<file path="config.mk">
export PLATFORM = sky130hd
export DESIGN_NAME = lfsr_gen
export DESIGN_NICKNAME = d
export VERILOG_FILES = /design/src/rtl/lfsr_gen.sv
export SDC_FILE = /design/constraint.sdc
export NUM_CORES = 1
export LEC_CHECK = 0
export ABC_AREA = 1
export CAP_MARGIN = 20
export CORE_AREA = 2 2 73 75
export CTS_BUF_LIST = sky130_fd_sc_hd__clkbuf_2 sky130_fd_sc_hd__clkbuf_4 sky130_fd_sc_hd__clkbuf_8
export CTS_CLUSTER_DIAMETER = 120
export DETAILED_ROUTE_END_ITERATION = 6
export DIE_AREA = 0 0 75 77
export HOLD_SLACK_MARGIN = 0.06
export MAX_ROUTING_LAYER = met4
export PLACE_DENSITY = 0.79
export RECOVER_POWER = 100
export SYNTH_ARGS = -nofsm -noshare
export SYNTH_HDL_FRONTEND = slang
export SYNTH_SLANG_ARGS = --single-unit
</file>
<file path="constraint.sdc">
create_clock -name clk -period 3.38 [get_ports clk]
set_input_delay 0.338 -clock clk [delete_from_list [all_inputs] [get_ports clk]]
set_output_delay 0.338 -clock clk [all_outputs]
set_load 0.01 [all_outputs]
</file>
<file path="src/rtl/lfsr_gen.sv">
// Parametrised Fibonacci LFSR with seed load, step enable, lockup detection and period measurement.
// Optional build macro LFSR_AUTO_RECOVER_EN: an all-zero load self-heals to DEFAULT_SEED after one cycle.
module lfsr_gen #(
  parameter int                WIDTH        = 11,
  parameter logic [WIDTH-1:0]  TAPS         = WIDTH'(11'h500),
  parameter logic [WIDTH-1:0]  DEFAULT_SEED = {{(WIDTH-1){1'b0}}, 1'b1}
) (
  input  logic             clk,
  input  logic             rst_n,
  input  logic             seed_load,
  input  logic [WIDTH-1:0] seed,
  input  logic             step,
  output logic [WIDTH-1:0] out,
  output logic             valid,
  output logic             lockup,
  output logic             period_done,
  output logic [WIDTH-1:0] period_len
);

  typedef enum logic [1:0] {
    IDLE   = 2'd0,
    RUN    = 2'd1,
    LOCKED = 2'd2
  } fsm_t;

  function automatic logic [WIDTH-1:0] lfsr_next(input logic [WIDTH-1:0] s);
    return {s[WIDTH-2:0], ^(s & TAPS)};
  endfunction

  fsm_t             fsm, fsm_nxt;
  logic [WIDTH-1:0] state, state_nxt;
  logic [WIDTH-1:0] ref_seed, ref_nxt;
  logic [WIDTH-1:0] cnt, cnt_nxt;
  logic [WIDTH-1:0] len_nxt;
  logic             done_nxt;

  logic [WIDTH-1:0] adv;
  logic             step_ok;
  logic             cnt_max;
  logic             wrap;
  logic             seed_zero;
  logic             recover;

  assign adv       = lfsr_next(state);
  assign seed_zero = (seed == '0);
  assign step_ok   = step && !seed_load && (fsm != LOCKED);
  assign cnt_max   = &cnt;
  // A saturated counter can no longer report a truthful length, so it suppresses the pulse.
  assign wrap      = step_ok && (adv == ref_seed) && !cnt_max;

`ifdef LFSR_AUTO_RECOVER_EN
  assign recover = (fsm == LOCKED) && !(seed_load && !seed_zero);
`else
  assign recover = 1'b0;
`endif

  // FSM next state
  always_comb begin
    fsm_nxt = fsm;
    case (fsm)
      IDLE, RUN: begin
        if (seed_load)  fsm_nxt = seed_zero ? LOCKED : IDLE;
        else if (step)  fsm_nxt = (adv == '0) ? LOCKED : RUN;
      end
      LOCKED: begin
        if (recover)                       fsm_nxt = IDLE;
        else if (seed_load && !seed_zero)  fsm_nxt = IDLE;
      end
      default: fsm_nxt = IDLE;
    endcase
  end

  // Datapath next values: recovery, then load, then step
  always_comb begin
    state_nxt = state;
    ref_nxt   = ref_seed;
    cnt_nxt   = cnt;
    len_nxt   = period_len;
    done_nxt  = 1'b0;
    if (recover) begin
      state_nxt = DEFAULT_SEED;
      ref_nxt   = DEFAULT_SEED;
      cnt_nxt   = '0;
    end else if (seed_load) begin
      state_nxt = seed;
      ref_nxt   = seed;
      cnt_nxt   = '0;
    end else if (step_ok) begin
      state_nxt = adv;
      if (wrap) begin
        cnt_nxt  = '0;
        len_nxt  = cnt + 1'b1;
        done_nxt = 1'b1;
      end else if (!cnt_max) begin
        cnt_nxt  = cnt + 1'b1;
      end
    end
  end

  always_ff @(posedge clk or negedge rst_n) begin
    if (!rst_n) begin
      fsm         <= IDLE;
      state       <= DEFAULT_SEED;
      ref_seed    <= DEFAULT_SEED;
      cnt         <= '0;
      period_len  <= '0;
      period_done <= 1'b0;
    end else begin
      fsm         <= fsm_nxt;
      state       <= state_nxt;
      ref_seed    <= ref_nxt;
      cnt         <= cnt_nxt;
      period_len  <= len_nxt;
      period_done <= done_nxt;
    end
  end

  assign out    = state;
  assign valid  = (fsm == RUN);
  assign lockup = (fsm == LOCKED) && (state == '0);

endmodule

</file>
==> flow_summary.ini <==
[cts]
htreeDepth = 2
clkTransAtPathRegs_ns = 0.09
cts_tree = done
clock_latency_ns = 0.30
root_buffer = clkbuf_8
clock_sinks = 47
cts_made_buffers = 5
cts_buffer_depth = 2
cts_resized = 0

[floorplanning]
start_util_pct = 53.3
die_area_um2 = 5780
die_h_um = 77
die_w_um = 75
ioPinCount = 40
row_count = 26
core_um2 = 4980

[synthesis]
synth.distinct_cells = 32
synthesis.area_um2 = 2650
synth.area.top_cells = dfrtp_1 42%, nand2_1 18%, inv_1 6.5%, nor2_1 5.1%, nand3_1 4.0%
avgSynthCellArea_um2 = 7.47
synth-edff-count = 0
yosys.area.top_type = dfrtp_1
synth_top_flop_cell = dfrtp_1
async_flop_share_pct = 100
yosysTopAreaCellShare_pct = 42.5
synth-seq-cells = 47
yosysWarnings = 0
syn_nets = 371
ys_seq_area_share_pct = 44.5
synth_common_cells = 126 x nand2_1, 46 x inv_1, 45 x dfrtp_1, 36 x nor2_1, 21 x nand3_1
syn_inst = 355
synth_most_common_cell = nand2_1

[worst_hold_path]
hold_class = register to register
worstHoldStart = period_len[3]
min_to = period_len[3]
holdPathStages = 2

[sta]
setup_viol = 0
finClkSkew_ns = 0.00747
fin_crit_ns = 2.63
slew_viol_final = 0
finalSetupTns_ns = 0
slew_headroom_pct = 26.5
hold_viol_final = 0
clock.fmax_ghz = 0.380
worst_pin_slew_ns = 1.10
fin_crit_sh_pct = 77.8
rsz0062_at_grt = no

[grt]
grt_max_degree = 48
grt_first_pass_wirelength_um = 9630
grt_pass1_vias = 2163
grt_usage_pct = 21.9
antenna_found_initial = 0
overflow = 0

[place]
place_hpwl_um = 4200
io_buffers = 39
gp_congestion = 0.894
place_inst = 453
dpl_cell_area_um2 = 3050

[pwr]
p_leak_uw = 0.00166
peakVddDrop_mv = 0.274
p_per_area_nw_per_um2 = 381

[worst_setup_path]
slowest_delay_ns = 0.81
crit_type = input pin to register
r2r-start = out[5]
critical_path.cell_chain = dlygate4sd3_1 -> clkbuf_1 -> inv_6 -> nand2_2 -> nor2_4 -> inv_2 -> nand2_1 -> nand2_1 -> nor2_1 -> nand3_1 -> nand2_1
path_delay_family = buffers and inverters
r2r_cells = 10
required_ns = 3.58
reg2reg_to = period_len[1]
critPathLaunch = seed_load
cp_common_cell = nand2_1
cp_max_fo = 25
end_kind = register
cpMaxStageDelayCell = clkbuf_1
reg2reg_slack_ns = 1.25
start_kind = input pin
crit_arrival_ns = 2.83
crit_buf_inv = 4

[finish]
fin_nets = 408
utilization_pct = 63.3
drive_gt1_share_pct = 6.62
fill_cells = 449
fin_area_um2 = 3150
area_growth_pct = 18.9
n_antenna_cell = 0
post_layout_nonfiller_instances = 463

[detailed_routing]
wl_um = 5580
wire_per_inst_um = 12.0
drt_first_pass_iters = 4
viasPerCell = 5.06
drcViolationCount = 0
num_vias = 2343
postRouteAntennaNets = 0
drt-initial-drc-count = 136

[status]
status = finished clean

[run]
drv_cap = 0
-- worst max path at each step --
stage	to	cells past startpoint
after global placement	period_len[6]	10
after floorplan	cnt[10]	10
after CTS	lockup	4
after detailed placement	period_len[1]	10
after global routing	cnt[10]	11
final	cnt[10]	11
-- flip-flops by register name, summed over array words and instances, names as in the netlist --
signal / count
ref_seed: 11
cnt: 11
out: 11
fsm: 2
period_done: 1
period_len: 11
-- power by group --
group	internal (µW)	switching, µW	leakage, µW	total [µW]
Clock	144	192	0.0000402	336
Sequential	599	27.0	0.000603	626
Combinational	93.0	144	0.00102	237
Total	836	363	0.00166	1200
-- layout make-up --
class / instances / area, µm² / area share, %
clock inverters: 3 / 20.0 / 0.635
repair buffers: 42 / 418 / 13.3
clock buffers: 5 / 68.8 / 2.18
well taps: 70 / 87.6 / 2.78
flip-flops and latches: 47 / 1180 / 37.4
multi-input cells: 247 / 1190 / 37.7
inverters: 49 / 191 / 6.07
-- kinds of logic (layout without fill, tap and decap cells) --
| logic type | Yosys count | count (layout) | synth area share (%) |
|---|---|---|---|
| XOR/XNOR | 6 | 6 | 1.98 |
| AO/OA/AOI/OAI | 23 | 23 | 6.32 |
| adder cells (fa/ha/maj) | 1 | 1 | 0.472 |
| buffers and inverters | 61 | 99 | 10.5 |
| flip-flops | 47 | 47 | 44.5 |
| AND/OR/NAND/NOR | 217 | 217 | 36.3 |
-- metrics by stage --
stage	power (µW)	worst slack [ns]	hold slack (ns)
2_1_floorplan	777	1.84	0.0424
3_3_place_gp	878	1.09	0.456
3_5_place_dp	880	1.00	0.459
4_1_cts	1220	1.06	0.241
5_1_grt	1260	0.494	0.490
6_report	1200	0.750	0.470
-- worst min-delay path: cells and delay by family, from the launching register on --
kind,cells,cell delay [ns]
DFF,1,0.35
and+or+nand+nor,2,0.09
-- metal layers --
layer	wire [µm]	up-vias	global-route usage, %
met2	2530	62	31.0
li1	-	1209	-
met1	2720	1066	32.1
met5	0	-	-
met4	76	0	5.71
met3	250	6	4.60
-- what timing repair did --
item	in CTS	in global routing
endpoints found under the hold margin	0	13
hold buffers	0	1
setup buffers	0	0
-- cell usage in the layout, fill, tap and decap left out, drive strengths merged, types with 2 or more instances in the layout --
| cell | instances |
|---|---|
| nor2 | 42 |
| nand3 | 23 |
| or2 | 2 |
| nand4 | 16 |
| dfrtp | 45 |
| nand2 | 129 |
| clkdlybuf4s50 | 13 |
| nand3b | 2 |
| o211ai | 2 |
| o221ai | 9 |
| nor3 | 2 |
| dfstp | 2 |
| dlygate4sd3 | 26 |
| clkinvlp | 2 |
| o21ai | 10 |
| xnor2 | 3 |
| clkbuf | 7 |
| inv | 49 |
| xor2 | 3 |
Power figures use the tool's default switching activity.
